File: src/rtl/qspi_pkg.sv
// Shared types and constants for the quad-SPI host controller.
package qspi_pkg;

    localparam logic [7:0] QSPI_OP_READ  = 8'h6B;
    localparam logic [7:0] QSPI_OP_WRITE = 8'h32;
    localparam logic [7:0] QSPI_OP_ERASE = 8'h20;

    typedef enum logic [1:0] {
        OpRead    = 2'b00,
        OpWrite   = 2'b01,
        OpErase   = 2'b10,
        OpIllegal = 2'b11
    } cmd_op_e;

    typedef enum logic [3:0] {
        StIdle,
        StCmd,
        StAddr,
        StWdata,
        StDummy,
        StRdata,
        StHold,
        StGap,
        StResp
    } state_e;

    function automatic logic [7:0] op_opcode(input cmd_op_e op);
        case (op)
            OpRead:  return QSPI_OP_READ;
            OpWrite: return QSPI_OP_WRITE;
            default: return QSPI_OP_ERASE;
        endcase
    endfunction

endpackage

File: src/rtl/qspi_host_ctrl_if.sv
// System-side command/response bus of the quad-SPI host controller.
interface qspi_host_ctrl_if;

    logic       cmd_valid;
    logic       cmd_ready;
    logic [1:0] cmd_op;
    logic [7:0] cmd_addr;
    logic [3:0] cmd_wdata;
    logic       rsp_valid;
    logic [3:0] rsp_rdata;
    logic       rsp_err;
    logic       busy;

    modport master (
        output cmd_valid, cmd_op, cmd_addr, cmd_wdata,
        input  cmd_ready, rsp_valid, rsp_rdata, rsp_err, busy
    );

    modport slave (
        input  cmd_valid, cmd_op, cmd_addr, cmd_wdata,
        output cmd_ready, rsp_valid, rsp_rdata, rsp_err, busy
    );

endinterface

File: src/rtl/qspi_sck_gen.sv
// Serial clock generator: CLK_DIV cycles low then CLK_DIV cycles high while enabled.
// rise_o/fall_o are high in the cycle whose closing edge flips the serial clock.
module qspi_sck_gen #(
    parameter int unsigned CLK_DIV = 2
) (
    input  logic clk_i,
    input  logic reset_i,
    input  logic en_i,
    input  logic clear_i,
    output logic sck_o,
    output logic rise_o,
    output logic fall_o
);

    localparam int unsigned CntW = $clog2(CLK_DIV + 1);

    logic [CntW-1:0] cnt_q, cnt_d;
    logic            sck_q, sck_d;
    logic            tc;

    assign tc     = en_i && (cnt_q == CntW'(CLK_DIV - 1));
    assign rise_o = tc && !sck_q;
    assign fall_o = tc && sck_q;
    assign sck_o  = sck_q;

    always_comb begin
        cnt_d = cnt_q;
        sck_d = sck_q;
        if (!en_i || clear_i) begin
            cnt_d = '0;
            sck_d = 1'b0;
        end else if (tc) begin
            cnt_d = '0;
            sck_d = !sck_q;
        end else begin
            cnt_d = cnt_q + CntW'(1);
        end
    end

    always_ff @(posedge clk_i) begin
        if (reset_i) begin
            cnt_q <= '0;
            sck_q <= 1'b0;
        end else begin
            cnt_q <= cnt_d;
            sck_q <= sck_d;
        end
    end

endmodule

File: src/rtl/qspi_host_ctrl.sv
// Quad-SPI host: serialises read/write/erase commands as quad nibbles and
// returns a one-cycle response pulse when chip select is released.
module qspi_host_ctrl
    import qspi_pkg::*;
#(
    parameter int unsigned CLK_DIV      = 2,
    parameter int unsigned DUMMY_CYCLES = 2
) (
    input  logic                   clk,
    input  logic                   reset,
    qspi_host_ctrl_if.slave        bus,
    output logic                   QSPI_CLK,
    output logic                   QSPI_CS_b,
    output logic                   QSPI_RST_b,
    output logic [3:0]             qspi_io_out,
    output logic                   qspi_io_oe,
    input  logic [3:0]             qspi_io_in
);

    localparam int unsigned GapW         = $clog2(2 * CLK_DIV);
    localparam logic [3:0]  LastCmdNib   = 4'd1;
    localparam logic [3:0]  LastAddrNib  = 4'd3;
    localparam logic [3:0]  LastDummyNib = 4'(3 + DUMMY_CYCLES);

    state_e          state_q, state_d;
    cmd_op_e         op_q;
    logic [7:0]      addr_q;
    logic [3:0]      wdata_q;
    logic [3:0]      nib_q;
    logic [GapW-1:0] gap_q;
    logic [3:0]      rd_sample_q;
    logic [3:0]      rsp_rdata_q;
    logic            rsp_valid_q, rsp_err_q, rst_b_q;
    logic            accept, accept_ill, frame_done;
    logic            sck_en, sck_rise, sck_fall;
    logic [7:0]      opcode;

    assign accept     = bus.cmd_valid && (state_q == StIdle);
    assign accept_ill = accept && (cmd_op_e'(bus.cmd_op) == OpIllegal);
    // Hold ends on the would-be rising edge; the divider is cleared instead.
    assign frame_done = (state_q == StHold) && sck_rise;
    assign opcode     = op_opcode(op_q);

    qspi_sck_gen #(
        .CLK_DIV (CLK_DIV)
    ) u_sck_gen (
        .clk_i   (clk),
        .reset_i (reset),
        .en_i    (sck_en),
        .clear_i (frame_done),
        .sck_o   (QSPI_CLK),
        .rise_o  (sck_rise),
        .fall_o  (sck_fall)
    );

    always_ff @(posedge clk) begin
        if (reset) state_q <= StIdle;
        else       state_q <= state_d;
    end

    always_comb begin
        state_d = state_q;
        unique case (state_q)
            StIdle:  if (accept) state_d = accept_ill ? StResp : StCmd;
            StCmd:   if (sck_fall && nib_q == LastCmdNib) state_d = StAddr;
            StAddr: begin
                if (sck_fall && nib_q == LastAddrNib) begin
                    case (op_q)
                        OpWrite: state_d = StWdata;
                        OpErase: state_d = StHold;
                        default: state_d = (DUMMY_CYCLES == 0) ? StRdata : StDummy;
                    endcase
                end
            end
            StDummy: if (sck_fall && nib_q == LastDummyNib) state_d = StRdata;
            StWdata: if (sck_fall) state_d = StHold;
            StRdata: if (sck_fall) state_d = StHold;
            StHold:  if (sck_rise) state_d = StGap;
            StGap:   if (gap_q == GapW'(2 * CLK_DIV - 1)) state_d = StIdle;
            StResp:  state_d = StIdle;
            default: state_d = StIdle;
        endcase
    end

    always_comb begin
        sck_en      = 1'b0;
        qspi_io_oe  = 1'b0;
        qspi_io_out = 4'h0;
        unique case (state_q)
            StCmd: begin
                sck_en      = 1'b1;
                qspi_io_oe  = 1'b1;
                qspi_io_out = nib_q[0] ? opcode[3:0] : opcode[7:4];
            end
            StAddr: begin
                sck_en      = 1'b1;
                qspi_io_oe  = 1'b1;
                qspi_io_out = nib_q[0] ? addr_q[3:0] : addr_q[7:4];
            end
            StWdata: begin
                sck_en      = 1'b1;
                qspi_io_oe  = 1'b1;
                qspi_io_out = wdata_q;
            end
            StDummy, StRdata, StHold: sck_en = 1'b1;
            default: ;
        endcase
    end

    assign QSPI_CS_b     = !sck_en;
    assign QSPI_RST_b    = rst_b_q;
    assign bus.cmd_ready = (state_q == StIdle);
    assign bus.busy      = (state_q != StIdle);
    assign bus.rsp_valid = rsp_valid_q;
    assign bus.rsp_err   = rsp_err_q;
    assign bus.rsp_rdata = rsp_rdata_q;

    always_ff @(posedge clk) begin
        rst_b_q <= !reset;
    end

    always_ff @(posedge clk) begin
        if (reset) begin
            op_q        <= OpRead;
            addr_q      <= 8'h00;
            wdata_q     <= 4'h0;
            nib_q       <= 4'h0;
            gap_q       <= '0;
            rd_sample_q <= 4'h0;
            rsp_rdata_q <= 4'h0;
            rsp_valid_q <= 1'b0;
            rsp_err_q   <= 1'b0;
        end else begin
            if (accept) begin
                op_q    <= cmd_op_e'(bus.cmd_op);
                addr_q  <= bus.cmd_addr;
                wdata_q <= bus.cmd_wdata;
            end
            if (state_q == StIdle) nib_q <= 4'h0;
            else if (sck_fall)     nib_q <= nib_q + 4'd1;
            gap_q <= (state_q == StGap) ? gap_q + GapW'(1) : '0;
            if (state_q == StRdata && sck_rise) rd_sample_q <= qspi_io_in;
            if (frame_done && op_q == OpRead)   rsp_rdata_q <= rd_sample_q;
            rsp_valid_q <= frame_done || accept_ill;
            rsp_err_q   <= accept_ill;
        end
    end

endmodule

File: src/flat_wrapper.sv
// flat-port wrapper written by rule: the top's interface ports become plain ports
module qspi_host_ctrl_flat import qspi_pkg::*;
#(
    parameter int unsigned CLK_DIV      = 2,
    parameter int unsigned DUMMY_CYCLES = 2
)
  (clk, reset, QSPI_CLK, QSPI_CS_b, QSPI_RST_b, qspi_io_out, qspi_io_oe, qspi_io_in, bus_cmd_valid, bus_cmd_op, bus_cmd_addr, bus_cmd_wdata, bus_cmd_ready, bus_rsp_valid, bus_rsp_rdata, bus_rsp_err, bus_busy);
  qspi_host_ctrl_if bus_i ();
  input  logic clk;
  input  logic reset;
  output logic QSPI_CLK;
  output logic QSPI_CS_b;
  output logic QSPI_RST_b;
  output logic [3:0] qspi_io_out;
  output logic qspi_io_oe;
  input  logic [3:0] qspi_io_in;
  input wire logic [$bits(bus_i.cmd_valid)-1:0] bus_cmd_valid;
  input wire logic [$bits(bus_i.cmd_op)-1:0] bus_cmd_op;
  input wire logic [$bits(bus_i.cmd_addr)-1:0] bus_cmd_addr;
  input wire logic [$bits(bus_i.cmd_wdata)-1:0] bus_cmd_wdata;
  output wire logic [$bits(bus_i.cmd_ready)-1:0] bus_cmd_ready;
  output wire logic [$bits(bus_i.rsp_valid)-1:0] bus_rsp_valid;
  output wire logic [$bits(bus_i.rsp_rdata)-1:0] bus_rsp_rdata;
  output wire logic [$bits(bus_i.rsp_err)-1:0] bus_rsp_err;
  output wire logic [$bits(bus_i.busy)-1:0] bus_busy;
  assign bus_i.cmd_valid = bus_cmd_valid;
  assign bus_i.cmd_op = bus_cmd_op;
  assign bus_i.cmd_addr = bus_cmd_addr;
  assign bus_i.cmd_wdata = bus_cmd_wdata;
  assign bus_cmd_ready = bus_i.cmd_ready;
  assign bus_rsp_valid = bus_i.rsp_valid;
  assign bus_rsp_rdata = bus_i.rsp_rdata;
  assign bus_rsp_err = bus_i.rsp_err;
  assign bus_busy = bus_i.busy;
  qspi_host_ctrl #(.CLK_DIV(CLK_DIV), .DUMMY_CYCLES(DUMMY_CYCLES)) u_core (.clk(clk), .reset(reset), .bus(bus_i), .QSPI_CLK(QSPI_CLK), .QSPI_CS_b(QSPI_CS_b), .QSPI_RST_b(QSPI_RST_b), .qspi_io_out(qspi_io_out), .qspi_io_oe(qspi_io_oe), .qspi_io_in(qspi_io_in));
endmodule
File: config.mk
export PLATFORM = sky130hd
export DESIGN_NAME = qspi_host_ctrl_flat
export DESIGN_NICKNAME = d
export VERILOG_FILES = /design/src/rtl/qspi_pkg.sv /design/src/rtl/qspi_host_ctrl_if.sv /design/src/rtl/qspi_sck_gen.sv /design/src/rtl/qspi_host_ctrl.sv /design/src/flat_wrapper.sv
export SDC_FILE = /design/constraint.sdc
export NUM_CORES = 1
export LEC_CHECK = 0
export BUFFER_PORTS_ARGS = -buffer_cell sky130_fd_sc_hd__buf_2
export CAP_MARGIN = 10
export CORE_UTILIZATION = 45
export DETAILED_ROUTE_END_ITERATION = 6
export PLACE_DENSITY = 0.69
export SYNTH_ARGS = -nofsm -noshare
export SYNTH_HDL_FRONTEND = slang
export SYNTH_HIERARCHICAL = 1
export SYNTH_SLANG_ARGS = --single-unit
File: constraint.sdc
create_clock -name clk -period 2.55 [get_ports clk]
set_input_delay 0.1275 -clock clk [delete_from_list [all_inputs] [get_ports clk]]
set_output_delay 0.1275 -clock clk [all_outputs]
set_load 0.02 [all_outputs]
==> out/qor.csv <==
metric;value;unit
Worst-path clk slew;0.07;ns
drt pass-1 iters;4;
ANT cells;0;
Final Hold Viols;0;
number of cells on the worst reg-to-reg path;7;
hold depth;3;
CP Max Fanout;9;
Fin Clk Skew;0.00273;ns
clk buf depth;2;
gpl congestion;0.806;
flops & latches, synth;38;
Starting Density;47.8;%
nets@finish;277;
CTS Sinks;38;
RSZ-0062 raised after global routing;no;
Peak VDD IR;368;uV
share of the synthesized area in the top cell type;39.2;%
DR WL/cell;12.8;um
H-tree depth;2;
Cell Area, Synth;0.00194;sq mm
total grt overflow;0;
post-route ant nets;0;
CTS root buf;clkbuf_8;
ratio of cells with drive above 1 in the final layout;25.6;%
top-count cell post-synth;dfxtp_1;
vias in the first global route;1454;
I/O pin count;37;
DRC;0;
fin crit share;87.7;%
Post-CTS Setup Inserts;0;
antenna violations before repair;0;
filler instances;395;
routed vias;1544;
Sequential Area;761;sq um
Mapped Avg Cell Area;8.94;sq um
number of DRC markers in iteration 0;56;
post_cts resized;0;
largest net degree at the start of global routing;32;
Leakage;0.991;nW
Setup violations, final;0;
DRT Wirelength;3840;um
Worst EP arrival;2.41;ns
IO Port Bufs;36;
Worst-Skew Late Latency;0.28;ns
die width;67.7;um
CTS Hold Bufs;0;
full die area;0.00458;sq mm
most common flop cell mapped by yosys;dfxtp_1;
EDFF count, synth;0;
Area contributors post-synth;dfxtp_1 (39%), nand2_1 (6.8%), mux2i_1 (5.7%), a21oi_1 (5.2%), buf_6 (4.6%);
via-per-instance ratio;5.15;
Total GRT Usage;19.4;%
Fmax;447;MHz
minimum clock period;2.24;ns
Final Core Density;53.9;%
Synth cell types;48;
relative slew slack;55.7;%
Critical Path End Type;flip-flop;
CTS tree;built;
Synth area leader;dfxtp_1;
Worst-Margin Slew;0.663;ns
Core Rows;23;
yosys warns;6;
PwrDens;822;mW/mm^2
CORE AREA;0.00406;sq mm
sequential share of the synthesized area;39.2;%
Slew Limit Fails;0;
top cells by count, synth;dfxtp_1 (38), nand2_1 (35), a21oi_1 (20), nor2_1 (19), inv_1 (12);
Worst Hold Class;input pin to flip-flop;
critical path type;flip-flop to flip-flop;
DP Wirelength;2730;um
area growth from synthesis to layout;12.8;%
global-route wire length before repair;6480;um
outcome;finished clean;
TNS Setup;0;ns
CTS Buf Count;5;
Async SR Flop Fraction;0;%
Syn Inst Count;217;
Worst setup SP type;flip-flop;
CP Data Required Time;2.72;ns
Reg2Reg Setup Slack;0.31;ns
max-cap violation count;0;
die height;67.7;um
Synth Net Count;245;
area of the multi-input gates;0.00101;sq mm
-- report_power, final --
| group | internal, mW | switching [mW] |
|---|---|---|
| registers | 0.655 | 0.0318 |
| logic | 0.270 | 0.414 |
| clock network | 0.217 | 0.211 |
-- worst max-delay path: stages (launching register included) --
cell	delay [ns]
dfxtp_1	0.34
a31oi_1	0.30
o31a_1	0.27
and3_2	0.30
or3b_1	0.38
a211oi_2	0.24
o211ai_2	0.15
mux2i_1	0.15
-- sequential cells by signal, indices dropped and copies added, names as in the netlist --
register / cells
u_core/addr_q: 8
u_core/bus.rsp_rdata: 4
u_core/nib_q: 4
u_core/rd_sample_q: 4
u_core/state_q: 4
u_core/wdata_q: 4
u_core/gap_q: 2
u_core/op_q: 2
u_core/u_sck_gen/cnt_q: 2
u_core/QSPI_RST_b: 1
u_core/bus.rsp_err: 1
u_core/bus.rsp_valid: 1
u_core/u_sck_gen/sck_o: 1
-- through the flow --
step / power, mW / area, sq um / worst slack [ns] / instances / hold WS (ns)
floorplan: 1.27 / 1940 / 0.272 / 217 / 0.204
global placement: 1.38 / 2090 / 0.384 / 292 / 0.362
finish: 1.80 / 2190 / 0.314 / 300 / 0.0726
CTS: 1.82 / 2190 / 0.328 / 300 / 0.0613
detailed placement: 1.39 / 2090 / 0.348 / 292 / 0.369
global route: 1.92 / 2190 / 0.129 / 300 / 0.0716
-- cell type report --
cell class              count  share of cell area, %
repair buffers             41                   9.95
well taps                  50                   2.86
inverters                  12                   2.06
clock buffers               6                   3.77
clock inverters             2                  0.572
multi-input cells         151                   46.0
flip-flops and latches     38                   34.8
-- cell families (layout without fill, tap and decap cells) --
logic type | after synthesis | count (layout) | share of synthesized area, %
simple gates | 86 | 86 | 24.3
compound gates | 39 | 39 | 13.5
flops | 38 | 38 | 39.2
buf+inv | 28 | 61 | 8.84
mux | 14 | 14 | 7.42
fa+ha+maj | 7 | 7 | 4.52
xor+xnor | 5 | 5 | 2.26
-- path summary, 6_finish.rpt --
| path | start | end |
|---|---|---|
| worst min-delay path | qspi_io_in[0] | u_core/rd_sample_q[0]$_SDFFE_PP0P_ |
| worst max register to register | u_core/state_q[0]$_SDFFE_PP0P_ | u_core/state_q[1]$_SDFFE_PP0P_ |
| worst max-delay path | u_core/state_q[0]$_SDFFE_PP0P_ | u_core/state_q[1]$_SDFFE_PP0P_ |
| worst min register to register | u_core/u_sck_gen/cnt_q[0]$_SDFF_PP0_ | u_core/u_sck_gen/cnt_q[0]$_SDFF_PP0_ |
-- metal layers --
layer  GRT usage (%)  vias up  routed length (um)
li1                -      811                   -
met1            25.3      694                1880
met2            29.3       33                1760
met3            5.07        6                 135
met4            9.31        0                  68
met5               0        -                   0
-- placed cells by master, fill, tap and decap left out, drive strengths merged, types with 3 or more instances in the layout --
master | synthesis | final
a21oi | 20 | 20
buf | 11 | 41
clkbuf | 5 | 6
dfxtp | 38 | 38
ha | 7 | 7
inv | 12 | 12
mux2 | 3 | 3
mux2i | 11 | 11
nand2 | 36 | 36
nand3 | 5 | 5
nor2 | 19 | 19
nor4 | 4 | 4
nor4b | 4 | 4
xor2 | 3 | 3
(Power assumes the default switching activity.)
